## src/rtl/jtframe_cen_pkg.sv

```systemverilog
// Shared definitions for the fractional clock-enable controller.
//  - state_t    : controller state {OFF, RUN, PEND}
//  - STEP_357 / LIM_357 : default pair, 48 MHz * 105/1408 = 3.579545 MHz
//  - acc_illegal: true when the accumulator lies outside its reachable
//                 range (acc >= lim + step) and must be recovered
package jtframe_cen_pkg;

  typedef enum logic [1:0] {
    OFF  = 2'd0,
    RUN  = 2'd1,
    PEND = 2'd2
  } state_t;

  localparam int STEP_357  = 105;
  localparam int LIM_357   = 1408;
  localparam int CEN_CNT_W = 16;

  // Operands are zero-extended to 32 bits by the caller, so the sum
  // cannot overflow for any accumulator width this block is built with.
  function automatic logic acc_illegal(input int unsigned acc,
                                       input int unsigned step,
                                       input int unsigned lim);
    return acc >= (step + lim);
  endfunction

endpackage

```

## src/rtl/jtframe_frac_cen_ctl_if.sv

```systemverilog
// Control/status bundle of jtframe_frac_cen_ctl.
//  master : register file / OSD side (drives enable and config)
//  slave  : the controller (drives cen, cen_half, status and state)
// Signals: enable, cfg_we, cfg_step[W], cfg_lim[W] -> controller
//          cfg_busy, cfg_err, cen, cen_half, cen_cnt[16], state -> master
//
// Config handshake: cfg_we is the valid strobe and !cfg_busy is ready.
// A write transfers on a cycle with cfg_we=1 and cfg_busy=0; cfg_step and
// cfg_lim are sampled on that edge. A transferred pair that fails
// validation (step==0 or step>lim) is dropped and cfg_err pulses for one
// cycle. cfg_we while cfg_busy=1 is not a transfer and is silently ignored.
interface jtframe_frac_cen_ctl_if #(
  parameter int W = 11
);
  import jtframe_cen_pkg::*;

  logic                 enable;
  logic                 cfg_we;
  logic [W-1:0]         cfg_step;
  logic [W-1:0]         cfg_lim;
  logic                 cfg_busy;
  logic                 cfg_err;
  logic                 cen;
  logic                 cen_half;
  logic [CEN_CNT_W-1:0] cen_cnt;
  state_t               state;   // debug view of the controller FSM

  modport master (
    output enable, cfg_we, cfg_step, cfg_lim,
    input  cfg_busy, cfg_err, cen, cen_half, cen_cnt, state
  );

  modport slave (
    input  enable, cfg_we, cfg_step, cfg_lim,
    output cfg_busy, cfg_err, cen, cen_half, cen_cnt, state
  );

endinterface

```

## src/rtl/jtframe_frac_acc.sv

```systemverilog
// Phase accumulator for the fractional clock enable.
// Each cycle with run=1 the accumulator advances by step; when it reaches
// lim it wraps (keeping the remainder) and wrap is raised in the same cycle.
// An accumulator found at or above lim+step (possible after a config change
// keeps a large remainder) is cleared and also reported as a wrap.
//  clk, rst : clock, asynchronous active-high reset
//  step, lim: current configuration (W bits)
//  run      : advance this cycle
//  clr      : force accumulator to zero (takes priority over run)
//  wrap     : combinational, this cycle's update is a wrap
//  acc      : accumulator value (W+1 bits)
module jtframe_frac_acc
  import jtframe_cen_pkg::*;
#(
  parameter int W = 11
) (
  input  logic         clk,
  input  logic         rst,
  input  logic [W-1:0] step,
  input  logic [W-1:0] lim,
  input  logic         run,
  input  logic         clr,
  output logic         wrap,
  output logic [W:0]   acc
);

  // One extra bit over acc so acc+step never overflows.
  logic [W+1:0] nxt;
  logic [W+1:0] sub;
  logic         rec;
  logic         hit;

  assign nxt  = {1'b0, acc} + {2'b00, step};
  assign sub  = nxt - {2'b00, lim};
  assign rec  = acc_illegal(32'(acc), 32'(step), 32'(lim));
  assign hit  = nxt >= {2'b00, lim};
  assign wrap = run && (rec || hit);

  always_ff @(posedge clk or posedge rst) begin
    if (rst) begin
      acc <= '0;
    end else if (clr) begin
      acc <= '0;
    end else if (run) begin
      if (rec) begin
        acc <= '0;
      end else if (hit) begin
        acc <= sub[W:0];
      end else begin
        acc <= nxt[W:0];
      end
    end
  end

endmodule

```

## src/rtl/jtframe_frac_cen_ctl.sv

```systemverilog
// Run-time reconfigurable fractional clock-enable controller.
// Average cen rate is f_clk*step/lim; cen_half marks every second cen.
// New step/lim pairs are staged in shadow registers and applied on a wrap
// so no output period is cut short or stretched by a reconfiguration.
//  clk  : system clock
//  rst  : asynchronous active-high reset (restores STEP0/LIM0, drops any
//         staged config)
//  bus  : jtframe_frac_cen_ctl_if.slave (enable, config handshake, cen,
//         cen_half, cen_cnt, state)
// Build option: JTFRAME_FRAC_CEN_STAT_EN adds a saturating count of cen
// pulses since the last config apply; without it cen_cnt is constant 0.
module jtframe_frac_cen_ctl
  import jtframe_cen_pkg::*;
#(
  parameter int W     = 11,
  parameter int STEP0 = STEP_357,
  parameter int LIM0  = LIM_357
) (
  input logic                   clk,
  input logic                   rst,
  jtframe_frac_cen_ctl_if.slave bus
);

  state_t       state;
  logic [W-1:0] step, lim;
  logic [W-1:0] sh_step, sh_lim;
  logic [W-1:0] new_step, new_lim;
  logic [W:0]   acc;
  logic         run, clr, wrap, rec, cfg_ok, apply;
  logic         alt, cen_q, half_q, busy_q, err_q;

  // The accumulator only advances while running and enabled; dropping
  // enable clears the phase in the same edge that moves the FSM to OFF.
  assign run    = bus.enable && (state != OFF);
  assign clr    = !run;
  assign rec    = acc_illegal(32'(acc), 32'(step), 32'(lim));
  assign cfg_ok = (bus.cfg_step != '0) && (bus.cfg_step <= bus.cfg_lim);

  jtframe_frac_acc #(.W(W)) u_acc (
    .clk  (clk),
    .rst  (rst),
    .step (step),
    .lim  (lim),
    .run  (run),
    .clr  (clr),
    .wrap (wrap),
    .acc  (acc)
  );

  // Config is written straight into step/lim when the accumulator is (or is
  // about to be) idle, otherwise from the shadow on the wrap that ends the
  // current period. The wrap itself still uses the old pair, so the
  // remainder carried into the new configuration is the old one.
  always_comb begin
    apply    = 1'b0;
    new_step = bus.cfg_step;
    new_lim  = bus.cfg_lim;
    case (state)
      OFF:  apply = bus.cfg_we && cfg_ok;
      RUN:  apply = !bus.enable && bus.cfg_we && cfg_ok;
      PEND: begin
        apply    = !bus.enable || wrap;
        new_step = sh_step;
        new_lim  = sh_lim;
      end
      default: apply = 1'b0;
    endcase
  end

  always_ff @(posedge clk or posedge rst) begin
    if (rst) begin
      state   <= OFF;
      step    <= W'(STEP0);
      lim     <= W'(LIM0);
      sh_step <= '0;
      sh_lim  <= '0;
      alt     <= 1'b0;
      cen_q   <= 1'b0;
      half_q  <= 1'b0;
      busy_q  <= 1'b0;
      err_q   <= 1'b0;
    end else begin
      cen_q  <= wrap;
      half_q <= wrap && alt;
      err_q  <= 1'b0;
      // A recovery wrap restarts the half-rate phase from zero.
      if (!run) begin
        alt <= 1'b0;
      end else if (wrap) begin
        alt <= rec ? 1'b0 : ~alt;
      end
      if (apply) begin
        step <= new_step;
        lim  <= new_lim;
      end
      case (state)
        OFF: begin
          if (bus.cfg_we && !cfg_ok) err_q <= 1'b1;
          if (bus.enable) state <= RUN;
        end
        RUN: begin
          if (bus.cfg_we && !cfg_ok) err_q <= 1'b1;
          if (!bus.enable) begin
            state <= OFF;
          end else if (bus.cfg_we && cfg_ok) begin
            sh_step <= bus.cfg_step;
            sh_lim  <= bus.cfg_lim;
            busy_q  <= 1'b1;
            state   <= PEND;
          end
        end
        PEND: begin
          if (apply) begin
            busy_q <= 1'b0;
            state  <= bus.enable ? RUN : OFF;
          end
        end
        default: begin
          busy_q <= 1'b0;
          state  <= OFF;
        end
      endcase
    end
  end

`ifdef JTFRAME_FRAC_CEN_STAT_EN
  logic [CEN_CNT_W-1:0] cnt;

  always_ff @(posedge clk or posedge rst) begin
    if (rst) begin
      cnt <= '0;
    end else if (!run || apply) begin
      cnt <= '0;
    end else if (wrap && (cnt != '1)) begin
      cnt <= cnt + 1'b1;
    end
  end

  assign bus.cen_cnt = cnt;
`else
  assign bus.cen_cnt = '0;
`endif

  assign bus.cen      = cen_q;
  assign bus.cen_half = half_q;
  assign bus.cfg_busy = busy_q;
  assign bus.cfg_err  = err_q;
  assign bus.state    = state;

endmodule

```

## src/flat_wrapper.sv

```systemverilog
// flat-port wrapper written by rule: the top's interface ports become plain ports
module jtframe_frac_cen_ctl_flat import jtframe_cen_pkg::*;
#(
  parameter int W     = 11,
  parameter int STEP0 = STEP_357,
  parameter int LIM0  = LIM_357
)
  (clk, rst, bus_enable, bus_cfg_we, bus_cfg_step, bus_cfg_lim, bus_cfg_busy, bus_cfg_err, bus_cen, bus_cen_half, bus_cen_cnt, bus_state);
  jtframe_frac_cen_ctl_if #(.W(W)) bus_i ();
  input logic clk;
  input logic rst;
  input wire logic [$bits(bus_i.enable)-1:0] bus_enable;
  input wire logic [$bits(bus_i.cfg_we)-1:0] bus_cfg_we;
  input wire logic [$bits(bus_i.cfg_step)-1:0] bus_cfg_step;
  input wire logic [$bits(bus_i.cfg_lim)-1:0] bus_cfg_lim;
  output wire logic [$bits(bus_i.cfg_busy)-1:0] bus_cfg_busy;
  output wire logic [$bits(bus_i.cfg_err)-1:0] bus_cfg_err;
  output wire logic [$bits(bus_i.cen)-1:0] bus_cen;
  output wire logic [$bits(bus_i.cen_half)-1:0] bus_cen_half;
  output wire logic [$bits(bus_i.cen_cnt)-1:0] bus_cen_cnt;
  output wire logic [$bits(bus_i.state)-1:0] bus_state;
  assign bus_i.enable = bus_enable;
  assign bus_i.cfg_we = bus_cfg_we;
  assign bus_i.cfg_step = bus_cfg_step;
  assign bus_i.cfg_lim = bus_cfg_lim;
  assign bus_cfg_busy = bus_i.cfg_busy;
  assign bus_cfg_err = bus_i.cfg_err;
  assign bus_cen = bus_i.cen;
  assign bus_cen_half = bus_i.cen_half;
  assign bus_cen_cnt = bus_i.cen_cnt;
  assign bus_state = bus_i.state;
  jtframe_frac_cen_ctl #(.W(W), .STEP0(STEP0), .LIM0(LIM0)) u_core (.clk(clk), .rst(rst), .bus(bus_i));
endmodule
```

## config.mk

```make
export PLATFORM = sky130hd
export DESIGN_NAME = jtframe_frac_cen_ctl_flat
export DESIGN_NICKNAME = d
export VERILOG_FILES = /design/src/rtl/jtframe_cen_pkg.sv /design/src/rtl/jtframe_frac_cen_ctl_if.sv /design/src/rtl/jtframe_frac_acc.sv /design/src/rtl/jtframe_frac_cen_ctl.sv /design/src/flat_wrapper.sv
export SDC_FILE = /design/constraint.sdc
export NUM_CORES = 1
export LEC_CHECK = 0
export ABC_AREA = 0
export ABC_CLOCK_PERIOD_IN_PS = 4400
export CORE_UTILIZATION = 40
export DETAILED_ROUTE_END_ITERATION = 10
export DONT_BUFFER_PORTS = 1
export PLACE_DENSITY_LB_ADDON = 0.25
export SLEW_MARGIN = 30
export SYNTH_ARGS = -nofsm -noshare
export SYNTH_HDL_FRONTEND = slang
export SYNTH_SLANG_ARGS = --single-unit
```

## constraint.sdc

```tcl
create_clock -name clk -period 4.4 [get_ports clk]
set_input_delay 0.22 -clock clk [delete_from_list [all_inputs] [get_ports clk]]
set_output_delay 0.22 -clock clk [all_outputs]
set_load 0.03 [all_outputs]
```

---- Yosys cells after proc, flatten, opt, wreduce, memory -nomap -nowiden ----
Index checks and enable logic that the tools add are counted.
operators by class
  bitwise operators ....................... 2
  multipliers ............................. 0
  eq/ne operators ......................... 8
  magnitude comparators ................... 3
  add/sub/neg operators ................... 3
  shift operators ......................... 0
  reductions and logical operators ........ 19
  divide/modulo/power cells ............... 0
  multiplexer cells ....................... 21
operators by type and width
  kind                                                                      count
  12-bit two-way mux                                                        3
  12-bit by 32-bit >= comparator with 1-bit output                          1
  11-bit two-way mux                                                        2
  12-bit by 11-bit adder with 13-bit output                                 1
  13-bit by 11-bit >= comparator with 1-bit output                          1
  11-bit by 11-bit adder with 12-bit output                                 1
  12-bit by 11-bit subtractor with 12-bit output                            1
  11-bit less-or-equal comparator                                           1
  11-bit nonzero test                                                       1
  1-bit two-way mux                                                         9
  1-bit logical AND                                                         8
  2-bit two-way mux                                                         4
  2-bit by 1-bit inequality test with 1-bit output (second input constant)  3
  1-bit one-hot mux with 3 select lines                                     2
  2-bit one-hot mux with 3 select lines                                     1
  3-bit AND reduction                                                       2
  2-bit inequality test (second input constant)                             2
  4-bit AND reduction                                                       1
  3-bit by 2-bit inequality test with 1-bit output (second input constant)  1
  2-bit by 1-bit equality test with 1-bit output (second input constant)    1
  2-bit equality test (second input constant)                               1
  1-bit logical NOT                                                         2
  2-bit logical NOT                                                         1
  1-bit logical OR                                                          2
  other kinds (3)                                                           4
word-level totals
  latch bits .............................. 0
  register bits ........................... 63
  memory bits (read-only) ................. 0
  input bits .............................. 26
  output and inout port bits .............. 22
  memories kept ........................... 0
  RAM bits ................................ 0
  word-level logic and storage cells ...... 67

---- Depth between registers and ports, before layout ----
Gate-level depths: netlist (run 1).
  word-level depth ........................ 8
  gate-level depth with buffers ........... 18
  mapped depth without buffers ............ 16

---- By module ----
Synthesis (run 1) repeated with hierarchy kept, for this count alone.
second synthesis, totals
  cells, all modules ...................... 578
  area total of the unflattened synthesis .. 5,595.4 sq um
by module, submodules not included
  module                times used  sequential area each (sq um)  cells an instance  area an instance (sq um)
  jtframe_frac_cen_ctl  1           1,285.0                       292                3,295.7
  jtframe_frac_acc      1           300.3                         286                2,299.7

---- Least setup slack after synthesis (run 1) ----
OpenSTA, ideal clock, no wires.
  path type ............................... flip-flop to flip-flop
  from .................................... register u_core.step[0]
  to ...................................... register u_core.lim[0]
  stages on the path, launching flop included .. 18
  slack ................................... 333 ps
  data arrival time ....................... 3,944 ps
  clock period less this slack ............ 4,067 ps
  buffers on the path ..................... 1
  data required time ...................... 4,277 ps
  library setup time ...................... 123 ps
  cells stage by stage .................... dfstp_2 ha_1 inv_1 fa_1 nor2b_1 o211ai_1 nand2_1 a21oi_1 xnor2_1 ha_1 a211oi_1 o21ai_0 o211ai_1 or4b_4 o21a_1 buf_6 o31a_1 o221a_1
between the ends
  word-level cells in the longest chain between the ends .. 6
  elaborated cells on any way between the ends .. 8
  classes of those cells .................. 2 x add/sub; 2 x order compare; 1 x mux; 3 x reduce/logical
ends and longest elaborated chain
  what                                                                                                                  RTL line                                       text
  start: declaration                                                                                                    jtframe_frac_cen_ctl.sv:25                     logic [W-1:0] step, lim;
  start signal: assignment                                                                                              jtframe_frac_cen_ctl.sv:73                     step <= W'(STEP0);
  start signal: assignment                                                                                              jtframe_frac_cen_ctl.sv:93                     step <= new_step;
  11-bit by 11-bit adder with 12-bit output or 12-bit by 11-bit adder with 13-bit output (tied branches)                jtframe_cen_pkg.sv:23, jtframe_frac_acc.sv:33
  12-bit by 32-bit >= comparator with 1-bit output or 13-bit by 11-bit >= comparator with 1-bit output (tied branches)  -
  1-bit logical OR *                                                                                                    jtframe_frac_acc.sv:37                         assign wrap = run && (rec || hit);
  1-bit logical AND *                                                                                                   jtframe_frac_acc.sv:37
  1-bit logical OR *                                                                                                    jtframe_frac_cen_ctl.sv:62                     apply = !bus.enable || wrap;
  1-bit one-hot mux with 3 select lines *                                                                               jtframe_frac_cen_ctl.sv:58                     case (state)
  end signal: assignment                                                                                                jtframe_frac_cen_ctl.sv:74                     lim <= W'(LIM0);
  end signal: assignment                                                                                                jtframe_frac_cen_ctl.sv:94                     lim <= new_lim;
  end: declaration                                                                                                      jtframe_frac_cen_ctl.sv:25
Mark *: on every way between the ends. The rest lies on a longest branch, timed or not.
A chain may end at the register's enable or synchronous reset.

---- Worst setup path after layout (run 1) ----
  from .................................... register u_core.u_acc.acc[4]
  to ...................................... register u_core.lim[2]
between the ends
  word-level cells in the longest chain between the ends .. 6
  elaborated cells on any way between the ends .. 7
  classes of those cells .................. 1 x add/sub; 2 x order compare; 1 x mux; 3 x reduce/logical
ends and longest elaborated chain
  what                                              RTL line                    text
  start: declaration                                jtframe_frac_acc.sv:24      output logic [W:0] acc
  start signal: assignment                          jtframe_frac_acc.sv:48      acc <= sub[W:0];
  start signal: assignment                          jtframe_frac_acc.sv:50      acc <= nxt[W:0];
  12-bit by 11-bit adder with 13-bit output         jtframe_frac_acc.sv:33      assign nxt = {1'b0, acc} + {2'b00, step};
  13-bit by 11-bit >= comparator with 1-bit output  jtframe_frac_acc.sv:36      assign hit = nxt >= {2'b00, lim};
  1-bit logical OR *                                jtframe_frac_acc.sv:37
  1-bit logical AND *                               jtframe_frac_acc.sv:37
  1-bit logical OR *                                jtframe_frac_cen_ctl.sv:62
  1-bit one-hot mux with 3 select lines *           jtframe_frac_cen_ctl.sv:58
Marked as above.

==> qor.txt, run 1 <==
Post-synth top flop -> dfrtp_1
post-route ant nets -> 0
initial antenna violation count -> 0
Die H -> 119.2 microns
Worst-path clk slew -> 0.05 ns
Detailed Route WL -> 15.20 mm
Final Setup Violations -> 0
I/O pin count -> 48
P&R area growth vs syn -> 9.242%
Post-synth ARST share -> 100.0%
vias per inst -> 6.086
die footprint -> 14,210 sq um
Setup Crit Path Kind -> reg2reg
nets -> 708
Finished Layout Cells -> 804
vias in the first global route -> 4,936
CTS tree -> done
setup TNS -> 0 ns
CTS buffer count -> 9
post-synthesis register bit count -> 63
DRC -> 0
initial drt markers -> 324
hold slack final -> 0.008451 ns
Pins Over Slew Limit -> 0
Synth Instances -> 622
sequential fraction of the synthesis area -> 28.84%
Worst-Margin Slew -> 0.8518 ns
grt total ovfl -> 0
number of flops mapped to enable cells by yosys -> 0
critical path capture point type -> register
CTS root buf -> clkbuf_16
H-tree depth -> 3
IO buf count -> 0
adder-cell share of the synthesized area -> 13.84%
worst-path maximum fanout -> 7
post-synth top area cell -> dfrtp_1
Clock Skew -> 0.004963 ns
Distinct cells, synth -> 69
Simple-Gate Fraction of Synth Area -> 16.50%
MaxCap Viol Count -> 0
outcome -> finished clean
layout cells sized above 1 -> 13.85%
Clock Latency Late Sink -> 0.33 ns
largest family of logic cells by synthesized area -> compound AO/OA/AOI/OAI gates
TritonRoute pass-1 iters -> 7
largest net degree at the start of global routing -> 64
core area -> 13,350 sq um
Clock Sinks -> 63
dominant cells by area after synthesis -> dfrtp_1 (25%), ha_1 (13%), mux2_2 (4.3%)
Final min period -> 4.178 ns
DP Cell Count -> 785
fill count -> 1,314
final worst path period share -> 94.94%
highest clock rate -> 239.4 MHz
most frequent cells in the layout -> dfrtp_1 (56), ha_1 (55), nor2_1 (52), inv_1 (38), a21oi_1 (31)
CTS max path bufs -> 2
Hold Crit Class -> in2async
diode count -> 0
mapped cell area -> 5497 sq um
Detailed Place HPWL -> 11.18 mm
XOR/XNOR Fraction of Synth Area -> 3.984%
relative slew slack -> 43.21%
Avg Synthesized Cell Area -> 8.837 sq um
first-pass GRT wire length -> 24.85 mm
Routed wire per std cell -> 18.91 microns
starting density of the core -> 41.18%
Synth Area in Compound Gates -> 23.92%
Die Span X -> 119.2 microns
synth warn -> 0
Placer Congestion -> 0.8637
Critical Path Start Type -> register
commonest non-fill, non-tap cell in the layout -> dfrtp_1
Critical Path AT -> 4.39 ns
row cnt -> 42
Via Count -> 4,893
multiplexer area fraction after synthesis -> 5.782%
Reg2Reg Depth -> 13
Tot GR Track Use -> 22.12%
Hold Vio Cnt, Final -> 0
Worst Path Required -> 4.61 ns
top cell type's share of synthesized area -> 25.50%
[critical path, cell delays in order, from the launching register on]
cell	delay [ns]
dfrtp_1	0.41
ha_1	0.41
a2111oi_4	0.40
o21ai_1	0.20
a21o_1	0.20
a21oi_1	0.18
xnor2_1	0.17
ha_1	0.29
or3_1	0.31
o211ai_1	0.11
or4b_4	0.51
o21a_4	0.25
o31a_1	0.33
o221a_1	0.28
[final timing paths]
check                                    start              endpoint  slack, ns
max                        u_core.u_acc.acc[4]         u_core.lim[2]       0.22
min                                        rst     u_core.sh_step[2]      0.008
max reg2reg                u_core.u_acc.acc[4]         u_core.lim[2]       0.22
min reg2reg                   u_core.sh_lim[3]      u_core.sh_lim[3]       0.52
max in group asynchronous                  rst  u_core.u_acc.acc[10]       3.82
min in group clk               bus_cfg_step[9]     u_core.sh_step[9]       0.02
[metrics by stage]
step	area, sq um	utilization [%]	setup WS, ns
after floorplan	5553	-	0.3334
after global placement	5655	42.37	0.1381
after detailed placement	5655	42.37	0.06134
after CTS	5938	44.49	0.03336
after global routing	6005	44.99	-0.03515
final	6005	44.99	0.2224
[kinds of logic (layout without fill, tap and decap cells)]
group,count (synthesis),in the layout
muxes,29,29
xor gates and xnor gates,25,25
DFF,63,63
other,1,16
adders and majority gates,59,59
AOI/OAI and AO/OA,183,183
and+or+nand+nor,178,178
buffers and inverters,84,75
[final cells by class]
cell class                      count  area [sq um]  share of cell area [%]
Tap cell                          176         220.2                   3.667
Timing Repair Buffer               19         142.6                   2.375
Multi-Input combinational cell    490          3623                   60.35
Clock buffer                       15         277.8                   4.626
Clock inverter                      1         5.005                 0.08335
Sequential cell                    63          1585                   26.40
Inverter                           40         150.1                   2.501
[routing by layer]
layer | GRT usage, % | part of all wire [%]
met5 | 0 | 0
met4 | 7.753 | 2.3
met3 | 4.071 | 5.6
met2 | 36.48 | 47
met1 | 28.88 | 45
[synth_stat cells, types with 8 or more instances]
| master | instances |
|---|---|
| o21ai_0 | 27 |
| or3_1 | 19 |
| mux2_2 | 21 |
| nor3_1 | 11 |
| nand2_1 | 29 |
| o221ai_1 | 15 |
| o21a_1 | 11 |
| xnor2_1 | 19 |
| or2_2 | 8 |
| nand2b_1 | 8 |
| o22ai_1 | 15 |
| nand3_1 | 15 |
| a31oi_1 | 9 |
| dfrtp_1 | 56 |
| nor2_1 | 52 |
| inv_1 | 39 |
| a21oi_1 | 32 |
| clkbuf_1 | 20 |
| buf_4 | 16 |
| ha_1 | 56 |
| nor4_1 | 11 |
| a211oi_1 | 8 |
[state kept, by name (all words and copies together), names as in the netlist]
signal / count
u_core.step: 11
u_core.lim: 11
u_core.bus.cen_half: 1
u_core.bus.cfg_err: 1
u_core.alt: 1
u_core.bus.cfg_busy: 1
u_core.u_acc.acc: 12
u_core.bus.cen: 1
u_core.sh_step: 11
u_core.bus.state: 2
u_core.sh_lim: 11
[timing repair]
action                                  CTS  global route
setup buffers                             0             3
hold buffers                              0             0
hold endpoints to repair                  0             0
endpoints found under the setup margin    0            39
gates resized for setup                   0            13
Power of run 1 is not shown: default switching activity piles up to over one toggle a cycle in this logic, so the estimate is an artifact.
==> run 2, diff against run 1 <==
--- a/config.mk
+++ b/config.mk
@@ -11,6 +11,7 @@
 export DETAILED_ROUTE_END_ITERATION = 10
 export DONT_BUFFER_PORTS = 1
 export PLACE_DENSITY_LB_ADDON = 0.25
+export SETUP_SLACK_MARGIN = 0.5
 export SLEW_MARGIN = 30
 export SYNTH_ARGS = -nofsm -noshare
 export SYNTH_HDL_FRONTEND = slang
==> run 2 against run 1 <==
Net effect: die area is the same; final area up 10%; via count rose by 1.0%; final cell count up 3.7%; sequential cell count stayed put; clock-buffer cell count shrank 2; hold slack worse by 0.00064 ns; non-clock buffer count up 30; core utilization grew 4.6 points; clock skew is 0.0025 ns higher; fmax rose by 2.6%; critical path type unchanged; largest cell class unchanged.
==> qor.txt, run 2 (synthesis gave the netlist of run 1 again) <==
outcome -> finished clean (unchanged)
post-route ant nets -> 0 (unchanged)
layout cells sized above 1 -> 24.47% (was 13.85%)
Clock Sinks -> 63 (unchanged)
initial drt markers -> 283 (was 324)
starting density of the core -> 41.18% (unchanged)
core area -> 13,350 sq um (unchanged)
final worst path period share -> 92.53% (was 94.94%)
nets -> 738 (was 708)
Clock Latency Late Sink -> 0.34 ns (was 0.33 ns)
TritonRoute pass-1 iters -> 4 (was 7)
highest clock rate -> 245.6 MHz (was 239.4 MHz)
CTS root buf -> clkbuf_16 (unchanged)
Finished Layout Cells -> 834 (was 804)
largest net degree at the start of global routing -> 64 (unchanged)
relative slew slack -> 35.40% (was 43.21%)
CTS max path bufs -> 2 (unchanged)
setup slack, reg-to-reg -> 0.33 ns (was 0.22 ns)
DP Cell Count -> 780 (was 785)
fill count -> 1,275 (was 1,314)
setup TNS -> 0 ns (unchanged)
Clock Skew -> 0.007419 ns (was 0.004963 ns)
I/O pin count -> 48 (unchanged)
Die Span X -> 119.2 microns (unchanged)
Final min period -> 4.071 ns (was 4.178 ns)
die footprint -> 14,210 sq um (unchanged)
Worst Path Required -> 4.62 ns (was 4.61 ns)
Detailed Place HPWL -> 11.02 mm (was 11.18 mm)
Final Setup Violations -> 0 (unchanged)
worst-path maximum fanout -> 7 (unchanged)
Worst-path clk slew -> 0.06 ns (was 0.05 ns)
Setup Crit Path Kind -> reg2reg (unchanged)
IO buf count -> 0 (unchanged)
DRC -> 0 (unchanged)
Via Count -> 4,942 (was 4,893)
most frequent cells in the layout -> dfrtp_1 (52), nor2_1 (50), ha_1 (47), buf_4 (39), inv_1 (37) (was dfrtp_1 (56), ha_1 (55), nor2_1 (52), inv_1 (38), a21oi_1 (31))
Pins Over Slew Limit -> 0 (unchanged)
Hold Crit Class -> in2async (unchanged)
Reg2Reg Depth -> 13 (unchanged)
Critical Path AT -> 4.29 ns (was 4.39 ns)
vias in the first global route -> 4,872 (was 4,936)
first-pass GRT wire length -> 25.37 mm (was 24.85 mm)
diode count -> 0 (unchanged)
Critical Path Start Type -> register (unchanged)
MaxCap Viol Count -> 0 (unchanged)
Tot GR Track Use -> 22.81% (was 22.12%)
critical path capture point type -> register (unchanged)
reg-to-reg critical path startpoint -> u_core.step[5] (was u_core.u_acc.acc[4])
register with the most flip-flops -> u_core.u_acc.acc (unchanged)
Die H -> 119.2 microns (unchanged)
commonest non-fill, non-tap cell in the layout -> dfrtp_1 (unchanged)
max reg flops -> 12 (unchanged)
Routed wire per std cell -> 18.91 microns (about the same)
H-tree depth -> 3 (unchanged)
row cnt -> 42 (unchanged)
CTS buffer count -> 9 (unchanged)
vias per inst -> 5.926 (was 6.086)
Hold Vio Cnt, Final -> 0 (unchanged)
Post-Route Utilization -> 49.58% (was 44.99%)
initial antenna violation count -> 0 (unchanged)
grt total ovfl -> 0 (unchanged)
Placer Congestion -> 0.8598 (was 0.8637)
CTS tree -> done (unchanged)
RSZ-0062 raised after global routing -> yes
Worst-Margin Slew -> 0.9690 ns (was 0.8518 ns)
terminus of the critical flop-to-flop path -> u_core.lim[6] (was u_core.lim[2])
Detailed Route WL -> 15.77 mm (was 15.20 mm)
P&R area growth vs syn -> 20.40% (was 9.242%)
[run 2: changes by cell type in the layout (fill, tap and decap cells not counted), moves of 5 or more]
cell     delta
buf_4      +20
ha_1        -8
buf_6       +6
ha_4        +6
o32ai_1     -5
[run 2: stage by stage]
step / hold WS, ns / setup WS, ns / area (sq um)
5_1_grt: 0.01555 / 0.2427 / 6618
6_report: 0.007812 / 0.3285 / 6618
2_1_floorplan: 0.3517 / 0.5005 / 5593
3_3_place_gp: 0.3570 / 0.2706 / 5657
3_5_place_dp: 0.3569 / 0.1174 / 5657
4_1_cts: 0.01779 / 0.3499 / 6200
[run 2: worst max-delay path by stage]
stage	from	end	slack, ns	cells after the start
after CTS	u_core.step[0]	u_core.lim[6]	0.35	15
final	u_core.step[5]	u_core.lim[6]	0.33	13
after global placement	u_core.lim[0]	u_core.u_acc.acc[1]	0.27	16
after floorplan	u_core.step[0]	u_core.lim[0]	0.50	16
after global routing	u_core.step[0]	u_core.lim[6]	0.24	16
after detailed placement	u_core.lim[0]	u_core.u_acc.acc[0]	0.12	16
[run 2: cell type report]
| class | instances | area (sq um) | area share [%] |
|---|---|---|---|
| clock buffers | 13 | 260.3 | 3.933 |
| clock inverters | 3 | 42.54 | 0.6428 |
| inverters | 40 | 150.1 | 2.269 |
| flip-flops and latches | 63 | 1590 | 24.03 |
| repair buffers | 49 | 425.4 | 6.428 |
| multi-input cells | 490 | 3929 | 59.37 |
| well taps | 176 | 220.2 | 3.328 |
[run 2: repair_timing]
| action | CTS | global route |
|---|---|---|
| hold endpoints to repair | 1 | 0 |
| gates cloned | 1 | 0 |
| pin swaps | 24 | 40 |
| setup buffers | 15 | 21 |
| setup endpoints to repair | 40 | 40 |
| resized for setup | 27 | 45 |
| hold buffers | 1 | 0 |
[run 2: critical path, stage by stage (launching register included)]
cell,delay (ns)
dfstp_2,0.57
ha_4,0.22
o21a_1,0.21
o21a_1,0.23
a21o_1,0.17
a21oi_2,0.17
xnor2_2,0.17
ha_1,0.29
or3_1,0.39
o211ai_1,0.13
or4b_4,0.51
o21a_4,0.26
o31a_1,0.34
o221a_1,0.30
[run 2: layer usage]
layer	global-route usage [%]	share of wire, %	up-vias
met2	38.08	49	121
met1	29.62	45	2425
met4	7.358	1.7	0
met5	0	0	-
met3	4.215	4.6	21
li1	-	-	2375
Power of run 2 is left out for the same reason.
